## src/rtl/cursor_pkg.sv

```systemverilog
// rtl/cursor_pkg.sv - shared types and helpers for the cursor controller
package cursor_pkg;

  // Default geometry and timing for a 50 MHz board clock.
  localparam int NUM_COLS_DEFAULT        = 6;
  localparam int DEBOUNCE_CYCLES_DEFAULT = 500000;
  localparam int BLINK_CYCLES_DEFAULT    = 12500000;

  // Column index as seen by the display driver; eight columns at most.
  typedef logic [2:0] col_t;

  // Per-button debouncer state.
  typedef enum logic [1:0] {
    RELEASED  = 2'd0,
    CHK_PRESS = 2'd1,
    PRESSED   = 2'd2,
    CHK_REL   = 2'd3
  } deb_state_t;

  // Row encodings understood by the display driver.
  localparam logic ROW_DOWN = 1'b0;
  localparam logic ROW_UP   = 1'b1;

  // Step one column right, wrapping from the last column back to 0.
  function automatic col_t col_step_right(input col_t col, input int num_cols);
    col_t last;
    last = col_t'(num_cols - 1);
    return (col == last) ? col_t'(0) : col + col_t'(1);
  endfunction

  // Step one column left, wrapping from column 0 to the last column.
  function automatic col_t col_step_left(input col_t col, input int num_cols);
    col_t last;
    last = col_t'(num_cols - 1);
    return (col == col_t'(0)) ? last : col - col_t'(1);
  endfunction

endpackage

```

## src/rtl/btn_debounce.sv

```systemverilog
// rtl/btn_debounce.sv - two-flop synchroniser plus debounce FSM, one pulse per press
module btn_debounce
  import cursor_pkg::*;
#(
  parameter int DEBOUNCE_CYCLES = DEBOUNCE_CYCLES_DEFAULT
) (
  input  logic clk_i,
  input  logic rst_i,
  input  logic btn_n_i,
  output logic press_pulse_o
);

  localparam int CNT_W = $clog2(DEBOUNCE_CYCLES + 1);
  localparam logic [CNT_W-1:0] CNT_LAST = CNT_W'(DEBOUNCE_CYCLES - 1);

  logic             r_sync_1;
  logic             r_sync_2;
  deb_state_t       r_state;
  logic [CNT_W-1:0] r_cnt;
  logic             r_pulse;

  logic [CNT_W-1:0] w_cnt_inc;
  logic             w_settled;
  logic             w_level_n;

  // The counter is judged on its incremented value so the level is
  // accepted on exactly the DEBOUNCE_CYCLES-th stable cycle after sync.
  assign w_cnt_inc = r_cnt + CNT_W'(1);
  assign w_settled = (w_cnt_inc >= CNT_LAST);
  assign w_level_n = r_sync_2;

  // Bring the asynchronous key into the clock domain; idle level is released (1).
  always_ff @(posedge clk_i or posedge rst_i) begin
    if (rst_i) begin
      r_sync_1 <= 1'b1;
      r_sync_2 <= 1'b1;
    end else begin
      r_sync_1 <= btn_n_i;
      r_sync_2 <= r_sync_1;
    end
  end

  // Debounce FSM: a press pulse only after a full stable press window, none on release.
  always_ff @(posedge clk_i or posedge rst_i) begin
    if (rst_i) begin
      r_state <= RELEASED;
      r_cnt   <= '0;
      r_pulse <= 1'b0;
    end else begin
      r_pulse <= 1'b0;
      case (r_state)
        RELEASED: begin
          if (!w_level_n) begin
            r_state <= CHK_PRESS;
            r_cnt   <= '0;
          end
        end
        CHK_PRESS: begin
          if (w_level_n) begin
            r_state <= RELEASED;
          end else if (w_settled) begin
            r_state <= PRESSED;
            r_cnt   <= '0;
            r_pulse <= 1'b1;
          end else begin
            r_cnt <= w_cnt_inc;
          end
        end
        PRESSED: begin
          if (w_level_n) begin
            r_state <= CHK_REL;
            r_cnt   <= '0;
          end
        end
        CHK_REL: begin
          if (!w_level_n) begin
            r_state <= PRESSED;
          end else if (w_settled) begin
            r_state <= RELEASED;
            r_cnt   <= '0;
          end else begin
            r_cnt <= w_cnt_inc;
          end
        end
        default: begin
          r_state <= RELEASED;
          r_cnt   <= '0;
        end
      endcase
    end
  end

  assign press_pulse_o = r_pulse;

endmodule

```

## src/rtl/cursor_ctrl.sv

```systemverilog
// rtl/cursor_ctrl.sv - debounced push-buttons to cursor column/row with blink enable
module cursor_ctrl
  import cursor_pkg::*;
#(
  parameter int DEBOUNCE_CYCLES = DEBOUNCE_CYCLES_DEFAULT,
  parameter int BLINK_CYCLES    = BLINK_CYCLES_DEFAULT,
  parameter int NUM_COLS        = NUM_COLS_DEFAULT   // valid range 2..8
) (
  input  logic       clk_i,
  input  logic       rst_i,
  input  logic       btn_left_n_i,
  input  logic       btn_right_n_i,
  input  logic       btn_row_n_i,
  output logic [2:0] col_o,
  output logic       row_o,
  output logic       move_o,
  output logic       blink_o
);

  localparam int BLK_W = $clog2(BLINK_CYCLES + 1);
  localparam logic [BLK_W-1:0] BLK_LAST = BLK_W'(BLINK_CYCLES - 1);

  logic w_left;
  logic w_right;
  logic w_row;

  col_t w_col_next;
  logic w_row_next;
  logic w_changed;

  col_t             r_col;
  logic             r_row;
  logic             r_move;
  logic [BLK_W-1:0] r_blink_cnt;
  logic             r_blink;

  btn_debounce #(.DEBOUNCE_CYCLES(DEBOUNCE_CYCLES)) u_deb_left (
    .clk_i         (clk_i),
    .rst_i         (rst_i),
    .btn_n_i       (btn_left_n_i),
    .press_pulse_o (w_left)
  );

  btn_debounce #(.DEBOUNCE_CYCLES(DEBOUNCE_CYCLES)) u_deb_right (
    .clk_i         (clk_i),
    .rst_i         (rst_i),
    .btn_n_i       (btn_right_n_i),
    .press_pulse_o (w_right)
  );

  btn_debounce #(.DEBOUNCE_CYCLES(DEBOUNCE_CYCLES)) u_deb_row (
    .clk_i         (clk_i),
    .rst_i         (rst_i),
    .btn_n_i       (btn_row_n_i),
    .press_pulse_o (w_row)
  );

  // Next position: opposing left/right presses cancel; the row toggle is independent.
  always_comb begin
    w_col_next = r_col;
    if (w_right && !w_left) begin
      w_col_next = col_step_right(r_col, NUM_COLS);
    end else if (w_left && !w_right) begin
      w_col_next = col_step_left(r_col, NUM_COLS);
    end
    w_row_next = r_row ^ w_row;
    w_changed  = (w_col_next != r_col) || (w_row_next != r_row);
  end

  // Register position; move pulse accompanies the first cycle of a new position.
  always_ff @(posedge clk_i or posedge rst_i) begin
    if (rst_i) begin
      r_col  <= col_t'(0);
      r_row  <= ROW_DOWN;
      r_move <= 1'b0;
    end else begin
      r_col  <= w_col_next;
      r_row  <= w_row_next;
      r_move <= w_changed;
    end
  end

  // Blink half-period timer; a move restarts it with the cursor visible.
  always_ff @(posedge clk_i or posedge rst_i) begin
    if (rst_i) begin
      r_blink_cnt <= '0;
      r_blink     <= 1'b1;
    end else if (w_changed) begin
      r_blink_cnt <= '0;
      r_blink     <= 1'b1;
    end else if (r_blink_cnt == BLK_LAST) begin
      r_blink_cnt <= '0;
      r_blink     <= ~r_blink;
    end else begin
      r_blink_cnt <= r_blink_cnt + BLK_W'(1);
    end
  end

  assign col_o   = r_col;
  assign row_o   = r_row;
  assign move_o  = r_move;
  assign blink_o = r_blink;

endmodule
```

## config.mk

```make
export PLATFORM = sky130hd
export DESIGN_NAME = cursor_ctrl
export DESIGN_NICKNAME = d
export VERILOG_FILES = /design/src/rtl/cursor_pkg.sv /design/src/rtl/btn_debounce.sv /design/src/rtl/cursor_ctrl.sv
export SDC_FILE = /design/constraint.sdc
export NUM_CORES = 1
export LEC_CHECK = 0
export CAP_MARGIN = 40
export CORE_MARGIN = 1
export CORE_UTILIZATION = 35
export DETAILED_ROUTE_END_ITERATION = 16
export GPL_TIMING_DRIVEN = 0
export PLACE_DENSITY = 0.49
export SYNTH_ARGS = -nofsm -noshare
export SYNTH_HDL_FRONTEND = slang
export SYNTH_SLANG_ARGS = --single-unit
```

## constraint.sdc

```tcl
create_clock -name clk_i -period 11.8 [get_ports clk_i]
set_input_delay 3.54 -clock clk_i [delete_from_list [all_inputs] [get_ports clk_i]]
set_output_delay 3.54 -clock clk_i [all_outputs]
set_load 0.005 [all_outputs]
```

Word level (Yosys, flattened, before mapping)
Cells that the tools add are included.
{"block": "totals", "in_bits": 5, "register_bits": 102, "out_inout_bits": 6, "word_cells": 134}
{"block": "op_classes", "n_bitwise": 2, "n_reduce_logical": 16, "eq_ne": 31, "n_addsub": 6, "magnitude_cmp": 3, "mux": 56}
{"cell": "2-to-1 mux 19 bit", "count": 15}
{"cell": "case mux 19 bit (4 select lines)", "count": 3}
{"cell": "adder 19 x 1 -> 19 bit, second input constant", "count": 3}
{"cell": ">= comparator 19 bit, second input constant", "count": 3}
{"cell": "2-to-1 mux 24 bit", "count": 2}
{"cell": "2-to-1 mux 2 bit", "count": 18}
{"cell": "adder 24 x 1 -> 24 bit, second input constant", "count": 1}
{"cell": "equality test 24 bit, second input constant", "count": 1}
{"cell": "case mux 2 bit (4 select lines)", "count": 3}
{"cell": "AND reduction 4 bit", "count": 6}
{"cell": "equality test 2 bit, second input constant", "count": 6}
{"cell": "2-to-1 mux 3 bit", "count": 4}
{"cell": "inequality test 2 x 1 -> 1 bit, second input constant", "count": 6}
{"cell": "inequality test 2 bit, second input constant", "count": 6}
{"cell": "2-to-1 mux 1 bit", "count": 11}
{"cell": "inequality test 3 x 1 -> 1 bit, second input constant", "count": 3}
{"cell": "inequality test 3 bit, second input constant", "count": 3}
{"cell": "equality test 2 x 1 -> 1 bit, second input constant", "count": 3}
{"cell": "zero test 2 bit", "count": 3}
{"cell": "adder 3 x 1 -> 3 bit, second input constant", "count": 1}
{"cell": "equality test 3 bit, second input constant", "count": 1}
{"cell": "zero test 3 bit", "count": 1}
{"cell": "inequality test 3 bit", "count": 1}
{"cell": "subtractor 3 x 1 -> 3 bit, second input constant", "count": 1}
{"cell": "7 further kinds", "count": 9}

Depth between registers and ports, before layout
Gate-level depths: netlist (run 1).
{"block": "depth", "depth_word": 7, "mapped_depth": 10, "mapped_depth_nobuf": 9}

Hierarchy
A second synthesis (run 1) with hierarchy kept.
{"block": "unflattened", "hier_cells": 725, "area_unflattened_um2": 6551.3}
{"mod": "btn_debounce", "cells_per_inst": 185, "area_per_inst_um2": 1617.8, "seq_area_each_um2": 603.1, "n_inst": 3}
{"mod": "cursor_ctrl", "cells_per_inst": 170, "area_per_inst_um2": 1697.9, "seq_area_each_um2": 752.0, "n_inst": 1}

Worst setup path after synthesis (run 1)
No wires, ideal clock.
{"block": "synth_timing", "kind": "reg2out", "from": "reg r_blink, in the netlist blink_o", "to": "out blink_o", "arrival_ns": 0.518, "n_path_buf": 0, "slack_ns": 7.742, "t_required_ns": 8.260, "path_stages_with_launch": 1, "cell_sequence": "dfstp_2"}
{"item": "start, declared", "line": "cursor_ctrl.sv:35", "text": "logic r_blink;"}
{"item": "start signal, assigned", "line": "cursor_ctrl.sv:93", "text": "r_blink <= ~r_blink;"}
{"item": "end, declared", "line": "cursor_ctrl.sv:17", "text": "output logic blink_o"}
No word-level cell between the ends.

Final worst setup path (run 1)
{"block": "layout_timing", "from": "reg r_col[0], in the netlist col_o[0]", "to": "out col_o[0]"}
{"item": "start, declared", "line": "cursor_ctrl.sv:31", "text": "col_t r_col;"}
{"item": "start signal, assigned", "line": "cursor_ctrl.sv:73", "text": "r_col <= col_t'(0);"}
{"item": "start signal, assigned", "line": "cursor_ctrl.sv:77", "text": "r_col <= w_col_next;"}
{"item": "end, declared", "line": "cursor_ctrl.sv:14", "text": "output logic [2:0] col_o,"}
No word-level cell between the ends.

==> results of run 1 <==
## layout by cell type (no fill, tap or decap), types with 4 or more instances in the layout
cell type / instances
a21oi_1: 34
a22o_1: 11
and2_1: 5
and3_1: 14
and4_1: 5
buf_2: 10
clkbuf_1: 33
clkbuf_16: 9
clkdlybuf4s50_1: 10
dfrtp_1: 95
dfstp_2: 7
ha_1: 8
inv_1: 35
mux2i_1: 6
nand2_1: 83
nand2b_1: 9
nand3_1: 43
nand4_1: 28
nor2_1: 82
nor2b_1: 11
nor3_1: 26
nor3b_1: 6
nor4_1: 11
o2111ai_1: 4
o211ai_1: 9
o21ai_0: 56
o22ai_1: 18
o311ai_0: 4
o31ai_1: 9
or3_1: 8
or4_1: 5
xnor2_1: 18
xor2_1: 20
## path summary, 6_finish.rpt
| path | from | to | cells after the start |
|---|---|---|---|
| max | col_o[0]$_DFF_PP0_ | col_o[0] | 1 |
| min | u_deb_row.r_sync_1$_DFF_PP1_ | u_deb_row.r_sync_2$_DFF_PP1_ | 0 |
| max reg2reg | u_deb_right.r_cnt[0]$_DFFE_PP0P_ | u_deb_right.r_cnt[7]$_DFFE_PP0P_ | 9 |
| min reg2reg | u_deb_row.r_sync_1$_DFF_PP1_ | u_deb_row.r_sync_2$_DFF_PP1_ | 0 |
| max in group asynchronous | rst_i | blink_o$_DFFE_PP1P_ | 3 |
| min in group asynchronous | rst_i | u_deb_left.r_cnt[14]$_DFFE_PP0P_ | 2 |
## final cells by class
cell class,count,share of cell area (%)
Buffer,48,2.89
Timing Repair Buffer,11,1.76
Sequential cell,102,35.2
Clock buffer,12,3.39
Tap cell,229,3.94
Inverter,36,1.89
Multi-Input combinational cell,601,50.1
Clock inverter,4,0.757
## stage by stage
step / hold WS (ns) / setup WS (ns) / util (%) / std cells / power [mW]
2_1_floorplan: 0.345 / 5.60 / - / 787 / 0.466
3_3_place_gp: 0.347 / 3.84 / 38.2 / 1026 / 0.492
3_5_place_dp: 0.347 / 6.97 / 38.4 / 1027 / 0.498
4_1_cts: 0.358 / 6.85 / 40.1 / 1043 / 0.815
5_1_grt: 0.359 / 6.82 / 40.1 / 1043 / 0.843
6_report: 0.357 / 6.86 / 40.1 / 1043 / 0.802
## registers in the layout (all words and copies together), names as in the netlist, named ones only
name                       flops
u_deb_left.press_pulse_o       1
u_deb_left.r_cnt              19
u_deb_left.r_state             1
u_deb_right.r_sync_1           1
blink_o                        1
u_deb_right.press_pulse_o      1
r_blink_cnt                   24
u_deb_right.r_state            1
u_deb_right.r_cnt             19
u_deb_row.r_state              1
u_deb_row.r_sync_2             1
u_deb_row.r_sync_1             1
col_o                          3
move_o                         1
row_o                          1
u_deb_right.r_sync_2           1
u_deb_left.r_sync_1            1
u_deb_row.press_pulse_o        1
u_deb_row.r_cnt               19
u_deb_left.r_sync_2            1
## power groups by stage
stage | clock network [mW] | logic, mW | registers, mW
after CTS | 0.323 | 0.113 | 0.379
after global placement | 0 | 0.108 | 0.385
after detailed placement | 0 | 0.113 | 0.386
after floorplan | 0 | 0.0845 | 0.382
after global routing | 0.334 | 0.128 | 0.382
final | 0.311 | 0.112 | 0.379
## logic make-up (layout without fill, tap and decap cells)
| logic type | Yosys count | count (layout) | synth area share, % |
|---|---|---|---|
| AO/OA/AOI/OAI | 191 | 191 | 19.8 |
| XOR/XNOR | 38 | 38 | 5.08 |
| buffers and inverters | 84 | 111 | 5.27 |
| flip-flops | 102 | 102 | 39.1 |
| multiplexers | 8 | 8 | 1.26 |
| adder cells (fa/ha/maj) | 8 | 8 | 1.53 |
| AND/OR/NAND/NOR | 356 | 356 | 27.9 |
## routing by layer
layer	vias to the layer above	global-route usage (%)	share of wire (%)
li1	2914	-	-
met1	2844	24.4	49
met2	135	28.9	45
met3	20	3.00	4.4
met4	0	6.14	1.8
met5	-	0	0
==> flow_summary.toml, run 1 <==
[power]
share_comb_of_total_power_pct = 14.0
pwr-share-clk_pct = 38.7
pwr-share-seq_pct = 47.3
leakage_nw = 2.83
power_report.internal_total_uw = 578
swShare_pct = 27.9
power_density_nw_per_um2 = 110
p_switching_uw = 224
vdd_drop_max_v = 0.0000834

[floorplan]
dieWidth_um = 139
coreArea_um2 = 18100
row_count = 49
die_h_um = 139
start_util_pct = 36.1
io_pins = 11
die_area_um2 = 19300

[global_routing]
grt_overflow = 0
antenna_found_initial = 0
grt_max_degree = 56
grt_pass1_wl_um = 28300
grt_pass1_vias = 5639
track_usage_pct = 17.9

[yosys]
synth-main-ff-cell = "dfrtp_1"
yosys-top-cells-count = "95 x dfrtp_1, 83 x nand2_1, 82 x nor2_1"
ys.warnings.count = 0
synth_top_cell_by_area = "dfrtp_1"
async_flop_share_pct = 100
synth_area_leaders = "dfrtp_1 36%, nand2_1 4.8%, nor2_1 4.7%"
syn_area_um2 = 6550
ys_types = 78
synth_top_area_share_pct = 36.3
ys_seq_elements = 102
syn_avg_cell_area_um2 = 8.32
synthesis.instances = 787
synth_edf_count = 0
yosysMostFrequentCell = "dfrtp_1"
ys_seq_area_share_pct = 39.1
syn_nets = 800

[timing]
tns_ns = 0
report.final.slew_viol_count = 0
fmax_ghz = 0.202
final.period_utilization_pct = 41.9
rsz0062_at_grt = "false"
final-setup-viol-count = 0
skew_ns = 0.00667
relSlewSlack_pct = 48.8
finalHoldViolCount = 0
fin_crit_ns = 4.94
worstMarginPinSlew_ns = 0.767

[route]
dr.pass1.iters = 11
ant_nets = 0
drtIter0Drc = 447
wirelength_um = 16500
vias_per_cell = 5.67
drc = 4
avgRoutedWirePerCell_um = 15.8
vias = 5913

[critical_path]
cp_top_family = "buffers and inverters"
arrival_ns = 1.40
path_cells = "clkdlybuf4s50_1"
crit_fanout = 9
cpPeakStageDelay_ns = 0.56
rrSetupSlack_ns = 8.41
cp.required_ns = 8.26
path_class = "flop to output pin"
cp_num_buf_inv = 1
cp_slowest_cell = "clkdlybuf4s50_1"
cp-start-kind = "flop"
crit_path_end_kind = "output pin"

[cts]
clkTransAtPathRegs_ns = 0.07
clock_path_buffers = 2
clk_latency_ns = 0.35
root_buffer = "clkbuf_16"
ctsHoldBuffers = 0
cts_inserted_buffers = 9
cts-resized-gates = 0
cts_tree = "yes"
postCtsSetupBuffers = 0
cts_num_sinks = 102
cts-htree-levels = 3

[placed_design]
place.port_buffers = 10
placed_cell_area_um2 = 6970
place_congestion = 0.868
dp.final_hpwl_um = 11500

[finish]
num-fill-cells = 1822
regArea_um2 = 2560
drive_above_1_share_pct = 7.74
final_cell_area_um2 = 7270
num_antenna_cells = 0
multi_input_comb_area_um2 = 3640
final_net_count = 822
synthToLayoutAreaGrowth_pct = 11.0

[outcome]
status = "finished with violations"
violations = "DRC"

[hold_path]
hold_class = "flop to flop"

[job]
maxCapViolCount = 0
No activity file was read; power rests on OpenSTA's default activity.
==> inputs of run 2 (changes only) <==
--- a/config.mk
+++ b/config.mk
@@ -10,7 +10,7 @@
 export CORE_UTILIZATION = 35
 export DETAILED_ROUTE_END_ITERATION = 16
 export GPL_TIMING_DRIVEN = 0
-export PLACE_DENSITY = 0.49
+export PLACE_DENSITY = 0.5
 export SYNTH_ARGS = -nofsm -noshare
 export SYNTH_HDL_FRONTEND = slang
 export SYNTH_SLANG_ARGS = --single-unit
==> constraint.sdc (replaced) <==
create_clock -name clk_i -period 4.48 [get_ports clk_i]
set_input_delay 1.344 -clock clk_i [delete_from_list [all_inputs] [get_ports clk_i]]
set_output_delay 1.344 -clock clk_i [all_outputs]
set_load 0.005 [all_outputs]
==> flow_summary.toml, run 2 (synthesis gave the netlist of run 1 again) <==
[timing]
worstMarginPinSlew_ns = 0.714
fin_ws_ns = 1.04
skew_ns = 0.00633
final-setup-viol-count = 0
final.period_utilization_pct = 76.7
finalHoldViolCount = 0
hold_ws_ns = 0.360
rsz0062_at_grt = "false"
relSlewSlack_pct = 52.4
report.final.slew_viol_count = 0
fin_crit_ns = 3.44
fmax_ghz = 0.291

[outcome]
violations = "DRC"
status = "finished with violations"

[route]
drtIter0Drc = 458
avgRoutedWirePerCell_um = 15.7
wirelength_um = 16400
ant_nets = 0
dr.pass1.iters = 11
vias = 5845
drc = 1
vias_per_cell = 5.60

[floorplan]
die_area_um2 = 19300
coreArea_um2 = 18100
start_util_pct = 36.1
dieWidth_um = 139
io_pins = 11
die_h_um = 139
row_count = 49

[critical_path]
crit_fanout = 10
cp_num_buf_inv = 1
path_cells = "ha_1, nand4_1, nor4_1, o32ai_1, a32oi_1, clkbuf_1, nor2_1, a21oi_1, o22ai_1"
cp_top_family = "compound AO/OA/AOI/OAI gates"
cpPeakStageDelay_ns = 0.57
cp_slowest_cell = "a32oi_1"
path_class = "flop to flop"
crit_path_end_kind = "flop"
arrival_ns = 3.66
cp.required_ns = 4.71
cp-start-kind = "flop"

[finish]
num_antenna_cells = 0
final_net_count = 823
final_cells = 1044
layout_common_cells = "95 x dfrtp_1, 83 x nand2_1, 82 x nor2_1, 56 x o21ai_0, 43 x nand3_1"
regMostFlops = "r_blink_cnt"
synthToLayoutAreaGrowth_pct = 11.2
largest_register_ffs = 24
final_util_pct = 40.1
final_common_cell = "dfrtp_1"
drive_above_1_share_pct = 8.10

[hold_path]
hold_class = "flop to flop"

[cts]
postCtsSetupBuffers = 0
cts-htree-levels = 3
clk_latency_ns = 0.36
clock_path_buffers = 2
clkTransAtPathRegs_ns = 0.07
cts_num_sinks = 102
ctsHoldBuffers = 0
cts-resized-gates = 0
cts_tree = "yes"
cts_inserted_buffers = 9
root_buffer = "clkbuf_16"

[global_routing]
grt_pass1_vias = 5499
grt_overflow = 0
track_usage_pct = 17.4
grt_max_degree = 58
grt_pass1_wl_um = 27300
antenna_found_initial = 0

[power]
swShare_pct = 28.3
finalPower_mw = 2.10
power_report.internal_total_mw = 1.51
vdd_drop_max_v = 0.000188
pwr-share-seq_pct = 47.4
p_switching_uw = 593
leakage_nw = 2.85
share_comb_of_total_power_pct = 14.0
pwr-share-clk_pct = 38.6
power_density_nw_per_um2 = 288

[job]
maxCapViolCount = 0

[placed_design]
dp.final_hpwl_um = 11400
post-place-ws_ns = 1.11
dp_cells = 1028
place.port_buffers = 10
place_congestion = 0.862
run 2: final timing paths:
path / cells past startpoint / slack, ns / start / end
setup / recovery: 9 / 1.04 / u_deb_right.r_cnt[0]$_DFFE_PP0P_ / u_deb_right.r_cnt[11]$_DFFE_PP0P_
hold / removal: 0 / 0.36 / u_deb_right.r_sync_1$_DFF_PP1_ / u_deb_right.r_sync_2$_DFF_PP1_
setup reg to reg: 9 / 1.04 / u_deb_right.r_cnt[0]$_DFFE_PP0P_ / u_deb_right.r_cnt[11]$_DFFE_PP0P_
hold reg to reg: 0 / 0.36 / u_deb_right.r_sync_1$_DFF_PP1_ / u_deb_right.r_sync_2$_DFF_PP1_
max in group asynchronous: 4 / 2.39 / rst_i / blink_o$_DFFE_PP1P_
min in group asynchronous: 2 / 1.24 / rst_i / u_deb_row.r_cnt[0]$_DFFE_PP0P_
run 2: layer usage:
metal	GRT usage, %	vias to the layer above	wire, µm
met5	0	-	0
met4	4.97	0	234
met3	3.07	26	669
met2	27.9	137	7330
met1	24.1	2777	8150
li1	-	2905	-
run 2: power groups by stage:
stage	Combinational, mW	Clock [mW]	Sequential (mW)
finish	0.293	0.811	0.996
global route	0.333	0.880	1.00
CTS	0.295	0.848	0.996
detailed placement	0.294	0	1.01
global placement	0.284	0	1.01
floorplan	0.223	0	1.01
run 2: worst register-to-register path: stages (launching register included):
cell	delay [ns]
dfrtp_1	0.47
ha_1	0.32
nand4_1	0.35
nor4_1	0.53
o32ai_1	0.16
a32oi_1	0.57
clkbuf_1	0.46
nor2_1	0.10
a21oi_1	0.22
o22ai_1	0.13
run 2: layout make-up:
cell class | count | area [µm²]
Sequential cell | 102 | 2560
Buffer | 48 | 210
Tap cell | 229 | 287
Clock inverter | 7 | 71.3
Inverter | 36 | 138
Clock buffer | 9 | 225
Multi-Input combinational cell | 601 | 3640
Fill cell | 1800 | 10900
Timing Repair Buffer | 12 | 148
run 2: metrics by stage:
| stage | TNS, ns | instance area, µm² |
|---|---|---|
| 6_report | 0 | 7280 |
| 5_1_grt | 0 | 7280 |
| 4_1_cts | 0 | 7280 |
| 3_5_place_dp | 0 | 6990 |
| 3_3_place_gp | -120.37 | 6940 |
| 2_1_floorplan | 0 | 6550 |
==> inputs of run 3 (changes only) <==
==> constraint.sdc (replaced) <==
create_clock -name clk_i -period 3.12 [get_ports clk_i]
set_input_delay 0.936 -clock clk_i [delete_from_list [all_inputs] [get_ports clk_i]]
set_output_delay 0.936 -clock clk_i [all_outputs]
set_load 0.005 [all_outputs]
==> flow_summary.toml, run 3 (synthesis gave the netlist of run 1 again) <==
[power]
leakage_nw = 2.90
pwr-share-seq_pct = 48.5
vdd_drop_max_v = 0.000262
share_comb_of_total_power_pct = 14.6
power_density_nw_per_um2 = 398
pwr-share-clk_pct = 36.9
p_switching_uw = 864
swShare_pct = 29.3
power_report.internal_total_mw = 2.08

[critical_path]
cp_top_family = "simple AND/OR/NAND/NOR gates"
cp-start-kind = "flop"
cp_num_buf_inv = 2
cp.required_ns = 3.35
timing.rr.start = "u_deb_right.r_cnt[10]$_DFFE_PP0P_"
cpPeakStageDelay_ns = 0.48
crit_fanout = 10
cp-endpoint = "u_deb_right.r_cnt[16]$_DFFE_PP0P_"
path_class = "flop to flop"
arrival_ns = 3.20
cp_slowest_cell = "or4_4"
reg2regPathDepth = 9
cp_num_cells = 9
path_cells = "clkbuf_1, nand3_1, or4_4, or3_4, a211oi_4, nor2_2, a21oi_4, buf_6, o22ai_1"
startpoint = "u_deb_right.r_cnt[10]$_DFFE_PP0P_"
r2r_end = "u_deb_right.r_cnt[16]$_DFFE_PP0P_"
rrSetupSlack_ns = 0.15
crit_path_end_kind = "flop"

[route]
vias = 5869
wirelength_um = 16400
ant_nets = 0
dr.pass1.iters = 11
avgRoutedWirePerCell_um = 15.6
drtIter0Drc = 378
drc = 1
vias_per_cell = 5.60

[finish]
final_common_cell = "dfrtp_1"
largest_register_ffs = 24
regMostFlops = "r_blink_cnt"
num-fill-cells = 1825
final_net_count = 827
synthToLayoutAreaGrowth_pct = 13.1
drive_above_1_share_pct = 10.3
layout_common_cells = "95 x dfrtp_1, 83 x nand2_1, 81 x nor2_1, 56 x o21ai_0, 41 x nand3_1"
final_cells = 1048
num_antenna_cells = 0

[placed_design]
dp_cells = 1028
post-place-ws_ns = -0.184
dp.final_hpwl_um = 11300
place.port_buffers = 10
place_congestion = 0.847

[timing]
final-setup-viol-count = 0
relSlewSlack_pct = 49.1
worstMarginPinSlew_ns = 0.758
fin_ws_ns = 0.149
fin_crit_ns = 2.97
final.period_utilization_pct = 95.2
fmax_ghz = 0.337
skew_ns = 0.00667
finalHoldViolCount = 0
hold_ws_ns = 0.357
report.final.slew_viol_count = 0

[outcome]
violations = "DRC"
status = "finished with violations"

[floorplan]
row_count = 49
die_h_um = 139
dieWidth_um = 139
start_util_pct = 36.1
die_area_um2 = 19300
io_pins = 11
coreArea_um2 = 18100

[cts]
clock_path_buffers = 2
cts_inserted_buffers = 9
cts-htree-levels = 3
ctsHoldBuffers = 0
clkTransAtPathRegs_ns = 0.07
cts_tree = "yes"
clk_latency_ns = 0.36
root_buffer = "clkbuf_16"
cts_num_sinks = 102

[global_routing]
grt_max_degree = 38
grt_pass1_vias = 5637
grt_overflow = 0
grt_pass1_wl_um = 27600
track_usage_pct = 17.5
antenna_found_initial = 0

[job]
maxCapViolCount = 0

[hold_path]
hold_class = "flop to flop"
[run 3: cell types whose count changed in the layout (fill, tap and decap cells not counted), moves of 2 or more]
cell / previous run / this run
buf_4: 2 / 9
clkbuf_1: 31 / 27
clkinvlp_4: 0 / 2
nand3_1: 43 / 41
nand3_2: 0 / 2
nor4_1: 11 / 7
nor4_4: 0 / 3
[run 3: worst min-delay path by stage]
stage / startpoint / end / slack, ns / cells after the start
3_5_place_dp: u_deb_right.r_sync_1$_DFF_PP1_ / u_deb_right.r_sync_2$_DFF_PP1_ / 0.35 / 0
4_1_cts: u_deb_right.r_sync_1$_DFF_PP1_ / u_deb_right.r_sync_2$_DFF_PP1_ / 0.36 / 0
3_3_place_gp: u_deb_right.r_sync_1$_DFF_PP1_ / u_deb_right.r_sync_2$_DFF_PP1_ / 0.35 / 0
2_1_floorplan: u_deb_left.r_sync_1$_DFF_PP1_ / u_deb_left.r_sync_2$_DFF_PP1_ / 0.35 / 0
5_1_grt: u_deb_row.r_sync_1$_DFF_PP1_ / u_deb_row.r_sync_2$_DFF_PP1_ / 0.36 / 0
6_report: u_deb_row.r_sync_1$_DFF_PP1_ / u_deb_row.r_sync_2$_DFF_PP1_ / 0.36 / 0
[run 3: per-stage QoR]
| stage | instance area [µm²] | TNS, ns | power [mW] | utilization, % |
|---|---|---|---|---|
| after detailed placement | 6980 | -2.33 | 1.88 | 38.5 |
| after floorplan | 6550 | 0 | 1.76 | - |
| after global routing | 7410 | -0.0122 | 3.11 | 40.8 |
| after CTS | 7270 | 0 | 2.99 | 40.1 |
| after global placement | 6940 | -20.33 | 1.86 | 38.2 |
| final | 7410 | 0 | 2.95 | 40.8 |
[run 3: routing by layer]
layer	up-vias	GRT usage [%]	share of wire (%)
met3	23	3.25	3.9
met5	-	0	0
met4	0	6.32	1.5
met1	2799	24.6	49
li1	2919	-	-
met2	128	26.9	45
[run 3: cell type report]
cell class	instances	area, µm²	share of cell area (%)
multi-input cells	601	3750	50.7
flip-flops and latches	102	2560	34.6
well taps	229	287	3.87
clock buffers	9	225	3.04
plain buffers	45	200	2.70
repair buffers	19	193	2.60
inverters	36	139	1.87
clock inverters	7	48.8	0.659
[run 3: power by group through the flow]
stage | sequential (mW) | clock, mW | combinational, mW
final | 1.43 | 1.09 | 0.430
after global routing | 1.44 | 1.18 | 0.489
after CTS | 1.43 | 1.13 | 0.422
after detailed placement | 1.46 | 0 | 0.421
after global placement | 1.45 | 0 | 0.407
after floorplan | 1.44 | 0 | 0.320
[run 3: repair_timing]
item / 4_1_cts / 5_1_grt
endpoints found under the setup margin: 29 / 52
pin swaps: 0 / 4
gates resized for setup: 4 / 14
buffers inserted: 0 / 7
